[config.mk]
export PLATFORM = sky130hd
export DESIGN_NAME = cam_pixel_packer
export DESIGN_NICKNAME = d
export VERILOG_FILES = /design/src/rtl/cam_pixel_packer_pkg.sv /design/src/rtl/cam_pixel_packer_fifo.sv /design/src/rtl/cam_pixel_packer.sv
export SDC_FILE = /design/constraint.sdc
export NUM_CORES = 2
export LEC_CHECK = 0
export BUFFER_PORTS_ARGS = -buffer_cell sky130_fd_sc_hd__clkbuf_2
export CAP_MARGIN = 10
export CELL_PAD_IN_SITES_DETAIL_PLACEMENT = 0
export CELL_PAD_IN_SITES_GLOBAL_PLACEMENT = 1
export CORE_ASPECT_RATIO = 0.7
export CORE_MARGIN = 1
export CORE_UTILIZATION = 40
export CTS_CLUSTER_DIAMETER = 30
export DETAILED_ROUTE_END_ITERATION = 6
export HOLD_SLACK_MARGIN = 0.08
export PLACE_DENSITY_LB_ADDON = 0.1
export SLEW_MARGIN = 15
export SYNTH_ARGS = -nofsm -noshare
export SYNTH_HDL_FRONTEND = slang
export SYNTH_HIERARCHICAL = 1
export SYNTH_SLANG_ARGS = --single-unit
[constraint.sdc]
create_clock -name SYSCLK -period 3.8 [get_ports SYSCLK]
set_input_delay 0 -clock SYSCLK [delete_from_list [all_inputs] [get_ports SYSCLK]]
set_output_delay 0 -clock SYSCLK [all_outputs]
set_load 0.01 [all_outputs]
[src/rtl/cam_pixel_packer_pkg.sv]
`default_nettype none
// +----------------------------------------------------------------------------+
// | cam_pixel_packer_pkg : register map, bit positions and widths for the packer |
// | Revision 1.0                                                                 |
// +----------------------------------------------------------------------------+
package cam_pixel_packer_pkg;

  localparam int c_pix_w  = 8;
  localparam int c_word_w = 32;

  typedef enum logic [1:0] {
    REG_DATA   = 2'd0,
    REG_STATUS = 2'd1,
    REG_CTRL   = 2'd2,
    REG_NONE   = 2'd3
  } reg_sel_e;

  localparam int c_st_empty  = 9;
  localparam int c_st_full   = 10;
  localparam int c_st_ovf    = 11;
  localparam int c_st_udr    = 12;
  localparam int c_st_fc_lsb = 16;

  localparam int c_ctrl_enable = 0;
  localparam int c_ctrl_clear  = 1;

  function automatic logic [c_word_w-1:0] put_byte(input logic [c_word_w-1:0] w,
                                                    input logic [1:0]          idx,
                                                    input logic [c_pix_w-1:0]  b);
    logic [c_word_w-1:0] r;
    r = w;
    r[{idx, 3'b000} +: c_pix_w] = b;
    return r;
  endfunction

endpackage
`default_nettype wire

[src/rtl/cam_pixel_packer_fifo.sv]
`default_nettype none
// +----------------------------------------------------------------------------+
// | cap_fifo_sync : synchronous show-ahead FIFO with flush and level outputs     |
// | Revision 1.0                                                                 |
// +----------------------------------------------------------------------------+
module cap_fifo_sync #(
  parameter int WIDTH = 32,
  parameter int DEPTH = 64
) (
  input  logic                       clk,
  input  logic                       rst,
  input  logic                       i_push,
  input  logic                       i_pop,
  input  logic                       i_flush,
  input  logic [WIDTH-1:0]           i_din,
  output logic [WIDTH-1:0]           o_dout,
  output logic [$clog2(DEPTH):0]     o_level,
  output logic                       o_full,
  output logic                       o_empty
);

  localparam int c_aw = $clog2(DEPTH);

  logic [WIDTH-1:0] r_mem [DEPTH];
  logic [c_aw-1:0]  r_rd_ptr;
  logic [c_aw-1:0]  r_wr_ptr;
  logic [c_aw:0]    r_level;
  logic             w_wr;
  logic             w_rd;

  assign o_full  = (r_level == (c_aw+1)'(DEPTH));
  assign o_empty = (r_level == '0);
  assign o_level = r_level;
  assign o_dout  = r_mem[r_rd_ptr];

  // A pop in the same cycle frees the slot, so a full FIFO still accepts the push.
  assign w_wr = i_push & (~o_full | i_pop);
  assign w_rd = i_pop & ~o_empty;

  always_ff @(posedge clk) begin
    if (rst || i_flush) begin
      r_rd_ptr <= '0;
      r_wr_ptr <= '0;
      r_level  <= '0;
    end else begin
      if (w_wr) r_wr_ptr <= r_wr_ptr + 1'b1;
      if (w_rd) r_rd_ptr <= r_rd_ptr + 1'b1;
      case ({w_wr, w_rd})
        2'b10:   r_level <= r_level + 1'b1;
        2'b01:   r_level <= r_level - 1'b1;
        default: r_level <= r_level;
      endcase
    end
  end

  always_ff @(posedge clk) begin
    if (w_wr) r_mem[r_wr_ptr] <= i_din;
  end

endmodule
`default_nettype wire

[src/rtl/cam_pixel_packer.sv]
`default_nettype none
// +----------------------------------------------------------------------------+
// | cam_pixel_packer : packs 8-bit pixels into 32-bit words, APB3 FIFO readout   |
// | Revision 1.0                                                                 |
// +----------------------------------------------------------------------------+
module cam_pixel_packer
  import cam_pixel_packer_pkg::*;
#(
  parameter int FIFO_DEPTH = 64,
  parameter int IRQ_THRESH = 16
) (
  input  logic        SYSCLK,
  input  logic        RESET,
  input  logic [7:0]  PIX_DATA,
  input  logic        PIX_VALID,
  input  logic        PIX_SOF,
  input  logic        PIX_EOL,
  input  logic        PSEL,
  input  logic        PENABLE,
  input  logic        PWRITE,
  input  logic [3:0]  PADDR,
  input  logic [31:0] PWDATA,
  output logic [31:0] PRDATA,
  output logic        PREADY,
  output logic        PSLVERR,
  output logic        IRQ
);

  localparam int c_lw = $clog2(FIFO_DEPTH) + 1;
  localparam logic [c_lw-1:0] c_thresh = c_lw'(IRQ_THRESH);

  reg_sel_e            w_sel;
  logic                w_access;
  logic                w_rd_access;
  logic                w_data_rd;
  logic                w_ctrl_wr;
  logic                w_clear;
  logic                w_pop;
  logic                w_underrun;
  logic                w_pix_take;
  logic [1:0]          w_base_idx;
  logic [c_word_w-1:0] w_base_word;
  logic [c_word_w-1:0] w_new_word;
  logic                w_word_done;
  logic [c_word_w-1:0] w_dout;
  logic [c_lw-1:0]     w_level;
  logic                w_full;
  logic                w_empty;
  logic [31:0]         w_status;
  logic                w_unused;

  logic                r_enable;
  logic [1:0]          r_idx;
  logic [c_word_w-1:0] r_word;
  logic                r_push;
  logic [c_word_w-1:0] r_push_word;
  logic [7:0]          r_frame_cnt;
  logic                r_ovf;
  logic                r_udr;
  logic                r_irq;

  assign w_access    = PSEL & PENABLE;
  assign w_sel       = reg_sel_e'(PADDR[3:2]);
  assign w_rd_access = w_access & ~PWRITE;
  assign w_data_rd   = w_rd_access & (w_sel == REG_DATA);
  assign w_pop       = w_data_rd & ~w_empty;
  assign w_underrun  = w_data_rd & w_empty;
  assign w_ctrl_wr   = w_access & PWRITE & (w_sel == REG_CTRL);
  assign w_clear     = w_ctrl_wr & PWDATA[c_ctrl_clear];
  assign w_pix_take  = PIX_VALID & r_enable & ~w_clear;
  assign w_unused    = ^{PADDR[1:0], PWDATA[31:2]};

  // SOF restarts the word at byte 0, dropping whatever was held.
  assign w_base_idx  = PIX_SOF ? 2'd0 : r_idx;
  assign w_base_word = PIX_SOF ? '0 : r_word;
  assign w_new_word  = put_byte(w_base_word, w_base_idx, PIX_DATA);
  assign w_word_done = (w_base_idx == 2'd3) | PIX_EOL;

  always_ff @(posedge SYSCLK) begin
    if (RESET) begin
      r_enable <= 1'b0;
    end else if (w_ctrl_wr) begin
      r_enable <= PWDATA[c_ctrl_enable];
    end
  end

  always_ff @(posedge SYSCLK) begin
    if (RESET || w_clear) begin
      r_idx       <= '0;
      r_word      <= '0;
      r_push      <= 1'b0;
      r_push_word <= '0;
      r_frame_cnt <= '0;
    end else begin
      r_push <= 1'b0;
      if (w_pix_take) begin
        if (PIX_SOF) r_frame_cnt <= r_frame_cnt + 8'd1;
        if (w_word_done) begin
          r_push      <= 1'b1;
          r_push_word <= w_new_word;
          r_idx       <= '0;
          r_word      <= '0;
        end else begin
          r_idx  <= w_base_idx + 2'd1;
          r_word <= w_new_word;
        end
      end else if (!r_enable) begin
        r_idx  <= '0;
        r_word <= '0;
      end
    end
  end

  always_ff @(posedge SYSCLK) begin
    if (RESET || w_clear) begin
      r_ovf <= 1'b0;
      r_udr <= 1'b0;
    end else begin
      if (r_push && w_full && !w_pop) r_ovf <= 1'b1;
      if (w_underrun)                 r_udr <= 1'b1;
    end
  end

  always_ff @(posedge SYSCLK) begin
    if (RESET) r_irq <= 1'b0;
    else       r_irq <= r_enable & (w_level >= c_thresh);
  end

  cap_fifo_sync #(
    .WIDTH (c_word_w),
    .DEPTH (FIFO_DEPTH)
  ) u_fifo (
    .clk     (SYSCLK),
    .rst     (RESET),
    .i_push  (r_push),
    .i_pop   (w_pop),
    .i_flush (w_clear),
    .i_din   (r_push_word),
    .o_dout  (w_dout),
    .o_level (w_level),
    .o_full  (w_full),
    .o_empty (w_empty)
  );

  always_comb begin
    w_status                            = '0;
    w_status[8:0]                       = 9'(w_level);
    w_status[c_st_empty]                = w_empty;
    w_status[c_st_full]                 = w_full;
    w_status[c_st_ovf]                  = r_ovf;
    w_status[c_st_udr]                  = r_udr;
    w_status[c_st_fc_lsb +: 8]          = r_frame_cnt;
  end

  always_comb begin
    PRDATA = '0;
    if (w_rd_access) begin
      case (w_sel)
        REG_DATA:   PRDATA = w_empty ? '0 : w_dout;
        REG_STATUS: PRDATA = w_status;
        REG_CTRL:   PRDATA = {31'd0, r_enable};
        default:    PRDATA = '0;
      endcase
    end
  end

  assign PREADY  = 1'b1;
  assign PSLVERR = w_access & (w_sel == REG_NONE);
  assign IRQ     = r_irq;

endmodule
`default_nettype wire

==> impl_metrics.ini <==
[synthesis]
async_reset_ff_share_pct = 0
synth-edff-count = 2048
postSynthCellCount = 3943
synth.top_cell.area_share_pct = 73.9
synthTopCellsByArea = edfxtp_1 74%, mux4_2 13%, dfxtp_1 2.5%
yosysUniqueCellTypes = 63
synthTopCellsByCount = 2048 x edfxtp_1, 496 x mux4_2, 212 x nor2_1
yosys_warnings = 6
ys_seq_area_share_pct = 76.4
avgSynthCellArea_sq_um = 21.1
synthFlopType = edfxtp_1
synth.largest_area_cell = edfxtp_1
synth_most_common_cell = edfxtp_1
synth_seq_cells = 2152
syn_nets = 4007
syn_area_sq_um = 83300

[timing]
max_freq_mhz = 261
fin_crit_sh_pct = 101
setup_viol = 1
slew_headroom_pct = 22.7
hold_viol_final = 0
drv_slew = 0
period_needed_ns = 3.83
setup_slack_ns = -0.0300
fin_skew_ns = 0.0661
worst-slew-pin-transition_ns = 1.16
hold_slack_ns = 0.148
rsz0062_at_grt = true

[critical_path]
timing.rr.start = u_fifo/o_level[2]$_SDFFE_PP0P_
r2r_cells = 14
cp_data_required_time_ns = 3.80
start_kind = flop
regToRegSetupSlack_ns = 0.42
crit_type = reg -> out
crit_end = PRDATA[11]
timing.rr.end = u_fifo/o_level[3]$_SDFFE_PP0P_
crit_arrival_ns = 3.83
cp_max_fo = 22
cp-end-kind = output pin

[die]
placementRows = 139
die_h_um = 384
die_x_um = 547
die-area_sq_um = 210000
io_pins = 87
coreArea_sq_um = 206000
initial_utilization_pct = 40.4

[placed_design]
place_area_sq_um = 89800
dp_hpwl_um = 153000
portBuffers = 53
place_congestion = 0.822
dp.cells = 6860

[hold_path]
hold_class = in -> reg
whs_path_depth = 3

[clocking]
htree_levels = 5
cts_made_buffers = 397
clk_pin_slew_ns = 0.05
clk_latency_ns = 0.89
cts_buffer_depth = 4
clockRootBuffer = clkbuf_16
cts_tree = yes
numClockSinks = 2152

[detailed_routing]
dr.pass1.iters = 6
drc_errors = 0
ant_nets = 0
post_drt_via_cell_ratio = 5.79
drt_iter0_drc = 5093
wl_um = 261000
wl_per_cell_um = 33.7
vias = 44700

[power_and_ir_drop]
comb_power_share_pct = 0.2
p_leak_nw = 36.1
finalPower_mw = 60.7
intPower_mw = 48.3
sequentialPowerShare_pct = 42.2
switching_share_pct = 20.3
clockPowerShare_pct = 57.6
p_per_area_nw_per_um2 = 572
p_sw_mw = 12.3
peakVddDrop_uv = 408

[global_routing]
grt_max_degree = 66
antenna_found_initial = 24
track_usage_pct = 24.8
grt_pass1_wl_um = 359000
grt_pass1_vias = 44100
grt_overflow = 0

[cells_and_area]
fin_nets = 4704
syn_to_final_growth_pct = 27.3
drive_above_1_share_pct = 39.0
fin_area_sq_um = 106000
instances_no_fill = 7722
final_util_pct = 51.5

[run_status]
outcome = finished, violations left
violations = setup timing

[job]
maxCapViolations = 0
==> power by group through the flow <==
| stage | registers, mW | logic (mW) | clock network (mW) |
|---|---|---|---|
| 6_report | 25.6 | 0.121 | 34.9 |
| 5_1_grt | 25.6 | 0.129 | 36.5 |
| 4_1_cts | 25.6 | 0.122 | 35.4 |
| 3_5_place_dp | 26.1 | 0.102 | 0 |
| 3_3_place_gp | 26.1 | 0.102 | 0 |
| 2_1_floorplan | 26.1 | 0.0501 | 0 |
==> stage by stage <==
step | TNS (ns) | setup WS (ns)
2_1_floorplan | -234.94 | -0.234
3_3_place_gp | 0 | 0.187
3_5_place_dp | 0 | 0.243
4_1_cts | -0.174 | -0.0531
5_1_grt | -0.360 | -0.0805
6_report | -0.0300 | -0.0300
==> per-layer routing <==
metal	routed length, um	vias up	global-route usage, %
met3	21200	331	5.11
met4	4980	4	5.80
met1	120000	24300	38.1
met5	23	-	0
met2	115000	1882	36.1
li1	-	18200	-
==> layout by cell type, fill, tap and decap left out, types with 53 or more instances in the layout <==
cell type	n
nor2_4	68
clkinvlp_4	62
a21oi_1	74
dfxtp_1	67
clkbuf_2	53
clkbuf_16	408
nor2_1	135
buf_4	301
mux4_2	496
mux2i_1	104
edfxtp_1	2048
buf_12	85
==> critical path, stage by stage, from the launching register on <==
cell and delay (ns):
dfxtp_4 0.43, buf_12 0.17, buf_4 0.17, buf_12 0.21
mux4_2 0.30, nor2b_1 0.15, a211oi_2 0.24, a211oi_4 0.12
buf_4 0.17, or4_4 0.60, a22o_1 0.25, clkbuf_2 0.12
==> final cells by class <==
cell class | count | area (sq um)
multi-input cells | 1543 | 19600
diodes | 3 | 7.51
well taps | 2749 | 3440
clock inverters | 286 | 3030
clock buffers | 443 | 10300
fillers | 16400 | 99900
repair buffers | 533 | 5900
inverters | 13 | 48.8
flip-flops and latches | 2152 | 63600
==> state kept, by name, indices dropped and copies added, names as in the netlist, 2 cells and up, named ones only <==
name and count:
u_fifo/r_mem 2048, u_fifo/r_wr_ptr 6, r_frame_cnt 8, u_fifo/o_level 7
r_idx 2, r_push_word 32, r_word 32, u_fifo/r_rd_ptr 6
==> kinds of logic after synthesis <==
kind of cell             after synthesis  share of synthesized area, %
multiplexers                         626                          15.0
other                                  1                       0.00450
AND/OR/NAND/NOR                      439                          2.58
AO/OA/AOI/OAI                        444                          3.90
flip-flops                          2152                          76.4
XOR/XNOR                              21                         0.221
buffers and inverters                248                          1.75
adder cells (fa/ha/maj)               12                         0.180
==> repair_timing <==
| action | 4_1_cts | 5_1_grt |
|---|---|---|
| pin swaps | 17 | 9 |
| gates cloned | 18 | 2 |
| resized for setup | 174 | 77 |
| setup buffers | 58 | 28 |
| endpoints found under the setup margin | 32 | 29 |
| endpoints found under the hold margin | 104 | 0 |
| hold buffers | 27 | 0 |
==> worst min-delay path by stage <==
stage	to	startpoint	slack (ns)
floorplan	r_enable$_SDFFE_PP0N_	RESET	0.07
global placement	r_enable$_SDFFE_PP0N_	RESET	0.35
detailed placement	r_enable$_SDFFE_PP0N_	RESET	0.33
CTS	u_fifo/r_wr_ptr[1]$_SDFFE_PP0P_	PADDR[3]	0.11
global route	IRQ$_SDFF_PP0_	RESET	0.15
finish	IRQ$_SDFF_PP0_	RESET	0.15
(Power assumes the default switching activity.)
